## src/rtl/deco_hold_secuenciador.sv

```systemverilog
// Hold-strobe sequencer for the RTC time/date/timer register bank.
// Requests each register from the bus controller. When data is accepted, it pulls
// the matching active-low hold strobe for one cycle. It runs for a single
// register or sweeps the whole bank, with a per-register timeout.
module deco_hold_secuenciador #(
    parameter int NUM_REGS  = 10,
    parameter int ADDR_W    = 4,
    parameter int BASE_ADDR = 0,
    parameter int TIMEOUT   = 255
) (
    input  logic                clk_i,
    input  logic                rst_ni,
    input  logic                start_i,
    input  logic                mode_i,
    input  logic [ADDR_W-1:0]   addr_in_i,
    input  logic                reg_rd_i,
    input  logic                data_valid_i,
    output logic                rd_req_o,
    output logic [ADDR_W-1:0]   addr_out_o,
    output logic [NUM_REGS-1:0] hold_o,
    output logic                busy_o,
    output logic                done_o,
    output logic                err_o
);

    // One extra bit so that addr_in - BASE_ADDR can be range-checked without wrapping.
    localparam int               IDX_W    = ADDR_W + 1;
    localparam logic [IDX_W-1:0] BASE_EXT = IDX_W'(BASE_ADDR);
    localparam logic [IDX_W-1:0] NUM_EXT  = IDX_W'(NUM_REGS);
    localparam logic [IDX_W-1:0] LAST_IDX = IDX_W'(NUM_REGS - 1);
    localparam logic [7:0]       TMO_LAST = 8'(TIMEOUT - 1);

    typedef enum logic [1:0] {S_IDLE, S_REQ, S_CAPT} state_t;

    state_t                state_q, state_d;
    logic [IDX_W-1:0]      index_q, index_d;
    logic [7:0]            tmo_q, tmo_d;
    logic                  sweep_q, sweep_d;
    logic                  rd_req_q, rd_req_d;
    logic [ADDR_W-1:0]     addr_out_q, addr_out_d;
    logic [NUM_REGS-1:0]   hold_q, hold_d;
    logic                  busy_q, busy_d;
    logic                  done_q, done_d;
    logic                  err_q, err_d;

    logic [IDX_W-1:0]      addr_ext;
    logic [IDX_W-1:0]      addr_offset;
    logic                  addr_bad;
    logic [IDX_W-1:0]      index_inc;
    logic [NUM_REGS-1:0]   sel_onehot;

    assign addr_ext    = {1'b0, addr_in_i};
    assign addr_offset = addr_ext - BASE_EXT;
    assign addr_bad    = (addr_ext < BASE_EXT) || (addr_offset >= NUM_EXT);
    assign index_inc   = index_q + IDX_W'(1);

    // Decode of the current index into the strobe that goes low during capture.
    for (genvar gi = 0; gi < NUM_REGS; gi++) begin : g_sel
        assign sel_onehot[gi] = (index_q == IDX_W'(gi));
    end

    // State and registered outputs; reset aborts any operation with all holds released.
    always_ff @(posedge clk_i or negedge rst_ni) begin
        if (!rst_ni) begin
            state_q    <= S_IDLE;
            index_q    <= '0;
            tmo_q      <= '0;
            sweep_q    <= 1'b0;
            rd_req_q   <= 1'b0;
            addr_out_q <= ADDR_W'(BASE_ADDR);
            hold_q     <= '1;
            busy_q     <= 1'b0;
            done_q     <= 1'b0;
            err_q      <= 1'b0;
        end else begin
            state_q    <= state_d;
            index_q    <= index_d;
            tmo_q      <= tmo_d;
            sweep_q    <= sweep_d;
            rd_req_q   <= rd_req_d;
            addr_out_q <= addr_out_d;
            hold_q     <= hold_d;
            busy_q     <= busy_d;
            done_q     <= done_d;
            err_q      <= err_d;
        end
    end

    // Next state plus the values that the outputs take in the next cycle.
    always_comb begin
        state_d    = state_q;
        index_d    = index_q;
        tmo_d      = tmo_q;
        sweep_d    = sweep_q;
        rd_req_d   = 1'b0;
        addr_out_d = addr_out_q;
        hold_d     = '1;
        busy_d     = 1'b0;
        done_d     = 1'b0;
        err_d      = 1'b0;

        unique case (state_q)
            S_IDLE: begin
                if (start_i) begin
                    if (mode_i) begin
                        sweep_d    = 1'b1;
                        index_d    = '0;
                        tmo_d      = '0;
                        state_d    = S_REQ;
                        rd_req_d   = 1'b1;
                        busy_d     = 1'b1;
                        addr_out_d = ADDR_W'(BASE_EXT);
                    end else if (addr_bad) begin
                        err_d = 1'b1;
                    end else begin
                        sweep_d    = 1'b0;
                        index_d    = addr_offset;
                        tmo_d      = '0;
                        state_d    = S_REQ;
                        rd_req_d   = 1'b1;
                        busy_d     = 1'b1;
                        addr_out_d = addr_in_i;
                    end
                end
            end

            S_REQ: begin
                busy_d = 1'b1;
                if (data_valid_i && !reg_rd_i) begin
                    // Data accepted: strobe the selected register next cycle.
                    state_d = S_CAPT;
                    hold_d  = ~sel_onehot;
                    tmo_d   = '0;
                end else if (tmo_q == TMO_LAST) begin
                    // TIMEOUT cycles spent requesting without an accept.
                    state_d = S_IDLE;
                    busy_d  = 1'b0;
                    err_d   = 1'b1;
                    tmo_d   = '0;
                end else begin
                    rd_req_d = 1'b1;
                    tmo_d    = tmo_q + 8'd1;
                end
            end

            S_CAPT: begin
                if (sweep_q && (index_q < LAST_IDX)) begin
                    index_d    = index_inc;
                    state_d    = S_REQ;
                    rd_req_d   = 1'b1;
                    busy_d     = 1'b1;
                    addr_out_d = ADDR_W'(BASE_EXT + index_inc);
                end else begin
                    state_d = S_IDLE;
                    done_d  = 1'b1;
                end
            end

            default: state_d = S_IDLE;
        endcase
    end

    assign rd_req_o   = rd_req_q;
    assign addr_out_o = addr_out_q;
    assign hold_o     = hold_q;
    assign busy_o     = busy_q;
    assign done_o     = done_q;
    assign err_o      = err_q;

endmodule

```

## config.mk

```make
export PLATFORM = sky130hd
export DESIGN_NAME = deco_hold_secuenciador
export DESIGN_NICKNAME = d
export VERILOG_FILES = /design/src/rtl/deco_hold_secuenciador.sv
export SDC_FILE = /design/constraint.sdc
export NUM_CORES = 1
export LEC_CHECK = 0
export CAP_MARGIN = 40
export CORE_MARGIN = 2
export CORE_UTILIZATION = 47
export CTS_CLUSTER_SIZE = 10
export DETAILED_ROUTE_END_ITERATION = 10
export GPL_TIMING_DRIVEN = 0
export PLACE_DENSITY = 0.75
export SYNTH_ARGS = -nofsm -noshare
export SYNTH_HDL_FRONTEND = slang
export SYNTH_SLANG_ARGS = --single-unit
```

## constraint.sdc

```tcl
create_clock -name clk_i -period 1.95 [get_ports clk_i]
set_clock_uncertainty 0.1 [all_clocks]
set_input_delay 0.39 -clock clk_i [delete_from_list [all_inputs] [get_ports clk_i]]
set_output_delay 0.39 -clock clk_i [all_outputs]
set_load 0.02 [all_outputs]
```

==> impl_metrics.yaml <==
outcome:
  status: "completed"
yosys:
  syn-num-nets: 155
  yosys_warnings: 0
  synth.top_cells.by_area: "dfrtp_1 35%, dfstp_2 18%, nand3_1 5.5%"
  yosysUniqueCellTypes: 39
  synth_largest_area_cell: "dfrtp_1"
  synth_cells: 139
  synthFlopType: "dfrtp_1"
  synth_compound_gate_area_share: 0.128
  syn_area_per_cell_um2: 10.4
  synth_xor_area_frac: 0.00606
  yosys.area_share.simple: 0.227
  synthAdderAreaFrac: 0.0519
  synth_top_area_share: 0.346
  ys_seq_area_frac: 0.528
  synth_mux_area_frac: 0.0147
  synth_top_family_by_area: "simple AND/OR/NAND/NOR gates"
  synthMostInstantiatedCell: "dfrtp_1"
  synth_area_um2: 1450
  postSynth.asyncResetShare: 1.00
  synth_edf_count: 0
  yosys_register_bits: 30
  synth_common_cells: "20 x dfrtp_1, 16 x nand3_1, 15 x nand2_1, 10 x dfstp_2, 9 x inv_1"
worst_setup_path:
  cp_num_cells: 1
  crit_buf_inv: 1
  critical_path.top_delay_family: "buffers and inverters"
  slowest_stage: "clkdlybuf4s50_1"
  startpoint_type: "flip-flop"
  crit_path_max_incr_delay_ns: 0.59
  required_ns: 1.46
  crit_type: "flip-flop to output port"
  worst-path-max-fanout: 1
  path_cells: "clkdlybuf4s50_1"
  cp_data_arrival_time_ns: 1.44
  rr_worst_depth: 6
  end_kind: "output port"
sta:
  fin_tns_setup_ns: 0
  finalHoldViolCount: 0
  fmax_mhz: 518
  rsz0062_at_grt: "false"
  tightestPinTransition_ns: 0.651
  fin_ws_ns: 0.0186
  period_needed_ns: 1.93
  timing.hold.ws_ns: 0.351
  fin_crit_sh: 0.990
  max-slew-margin-rel: 0.565
  slew_violations: 0
  setup-violations-final: 0
drt:
  first_pass_iters: 6
  vias: 1178
  drc: 0
  ant_nets: 0
  wirelength_mm: 2.89
  wl_per_cell_um: 13.9
  viasPerCell: 5.66
  drt_iter0_markers: 35
global_route:
  antenna_found_initial: 0
  track_usage: 0.186
  grt_max_degree: 18
  gr-total-overflow: 0
  grt_first_pass_wirelength_mm: 4.84
  grt_pass1_vias: 1123
floorplanning:
  core.rowCount: 20
  die_w_um: 59.5
  start_util: 0.485
  die_area_um2: 3530
  io_pins: 28
  core_area_um2: 2980
  die_h_um: 59.5
cells_and_area:
  final_cell_area_um2: 1850
  drive_gt1_frac: 0.177
  nFillCells: 256
  num-nets-final: 190
  diodes: 0
  fin_util: 0.621
  syn2layout_area_growth_pct: 28.0
clocking:
  clock_path_buffers: 2
  path_clk_slew_ns: 0.09
  root_buffer: "clkbuf_4"
  htreeDepth: 2
  insertion_delay_ns: 0.33
  cts_tree: "built"
  post_cts_buffers: 0
  clkSinkCount: 30
  cts_buffers: 5
placement:
  dp_slack_ns: -0.166
  place_hpwl_mm: 2.15
  gp_congestion: 0.820
  dpl_cell_area_um2: 1770
  io_buffers: 27
pwr:
  clock_power_share: 0.186
  p_int_mw: 1.26
  peakVddDrop_uv: 529
  p_sw_frac: 0.384
  p_seq_frac: 0.446
  p_leak_nw: 0.802
  p_sw_uw: 784
  comb_power_share: 0.369
  powerDensity_nw_per_um2: 1100
min_path:
  hp-class: "primary input to async pin"
flow_run:
  max_cap_viol_count: 0
sequential cells by signal, indices dropped and copies added (netlist names):
register,cells
rd_req_o,1
state_q,2
tmo_q,8
done_o,1
err_o,1
sweep_q,1
hold_o,10
busy_o,1
index_q,5
logic make-up (layout without fill, tap and decap cells):
logic type	after synthesis	after routing
mux	2	2
simple gates	62	62
buf+inv	13	49
compound gates	25	25
flops	30	30
fa+ha+maj	6	6
xor+xnor	1	1
worst paths after layout:
kind | slack (ns) | startpoint | endpoint
max in group asynchronous | 0.78 | rst_ni | hold_o[9]
setup reg to reg | 0.13 | tmo_q[0] | tmo_q[7]
setup / recovery | 0.02 | hold_o[7] | hold_o[7]
hold reg to reg | 0.42 | sweep_q | sweep_q
min in group clk_i | 0.42 | sweep_q | sweep_q
hold / removal | 0.35 | rst_ni | tmo_q[7]
layout by cell type, fill, tap and decap left out, types with 4 or more instances in the layout:
master,netlist,final
dlygate4sd2_1,0,5
clkdlybuf4s50_1,0,14
nand3_1,16,16
clkbuf_4,0,5
buf_4,4,4
dfrtp_1,20,17
ha_1,6,6
inv_1,9,9
nand2_1,15,15
nand2b_1,6,6
o21ai_0,5,5
nor2_1,6,6
dlymetal6s2s_1,0,8
nor2b_1,6,6
dfstp_2,10,10
final cells by class:
cell class                      instances  area (um^2)  share of cell area
Multi-Input combinational cell         96          618               0.334
Sequential cell                        30          767               0.415
Clock inverter                          1         5.00             0.00271
Inverter                                9         33.8              0.0183
Tap cell                               33         41.3              0.0223
Buffer                                  4         30.0              0.0162
Timing Repair Buffer                   28          299               0.162
Clock buffer                            7         55.1              0.0298
through the flow:
step                      total power [mW]  instances
after floorplan                       1.39        139
after global placement                1.66        199
after detailed placement              1.69        200
after CTS                             2.05        208
after global routing                  2.18        208
final                                 2.04        208
power groups by stage:
| stage | registers (mW) | clock network (mW) | logic [mW] |
|---|---|---|---|
| final | 0.909 | 0.379 | 0.753 |
| after global routing | 0.933 | 0.419 | 0.832 |
| after CTS | 0.907 | 0.387 | 0.756 |
| after detailed placement | 0.911 | 0 | 0.782 |
| after global placement | 0.906 | 0 | 0.755 |
| after floorplan | 0.916 | 0 | 0.476 |
repair_timing:
action	in CTS	in global routing
setup endpoints to repair	5	8
gates resized for setup	8	8
hold buffers	0	0
per-layer routing:
metal,vias to the layer above,track usage,wire (um)
met4,0,0.0942,52
met2,42,0.300,1390
met5,-,0,0
met3,8,0.0568,190
li1,570,-,-
met1,558,0.223,1260
No activity file was read; power rests on OpenSTA's default activity.
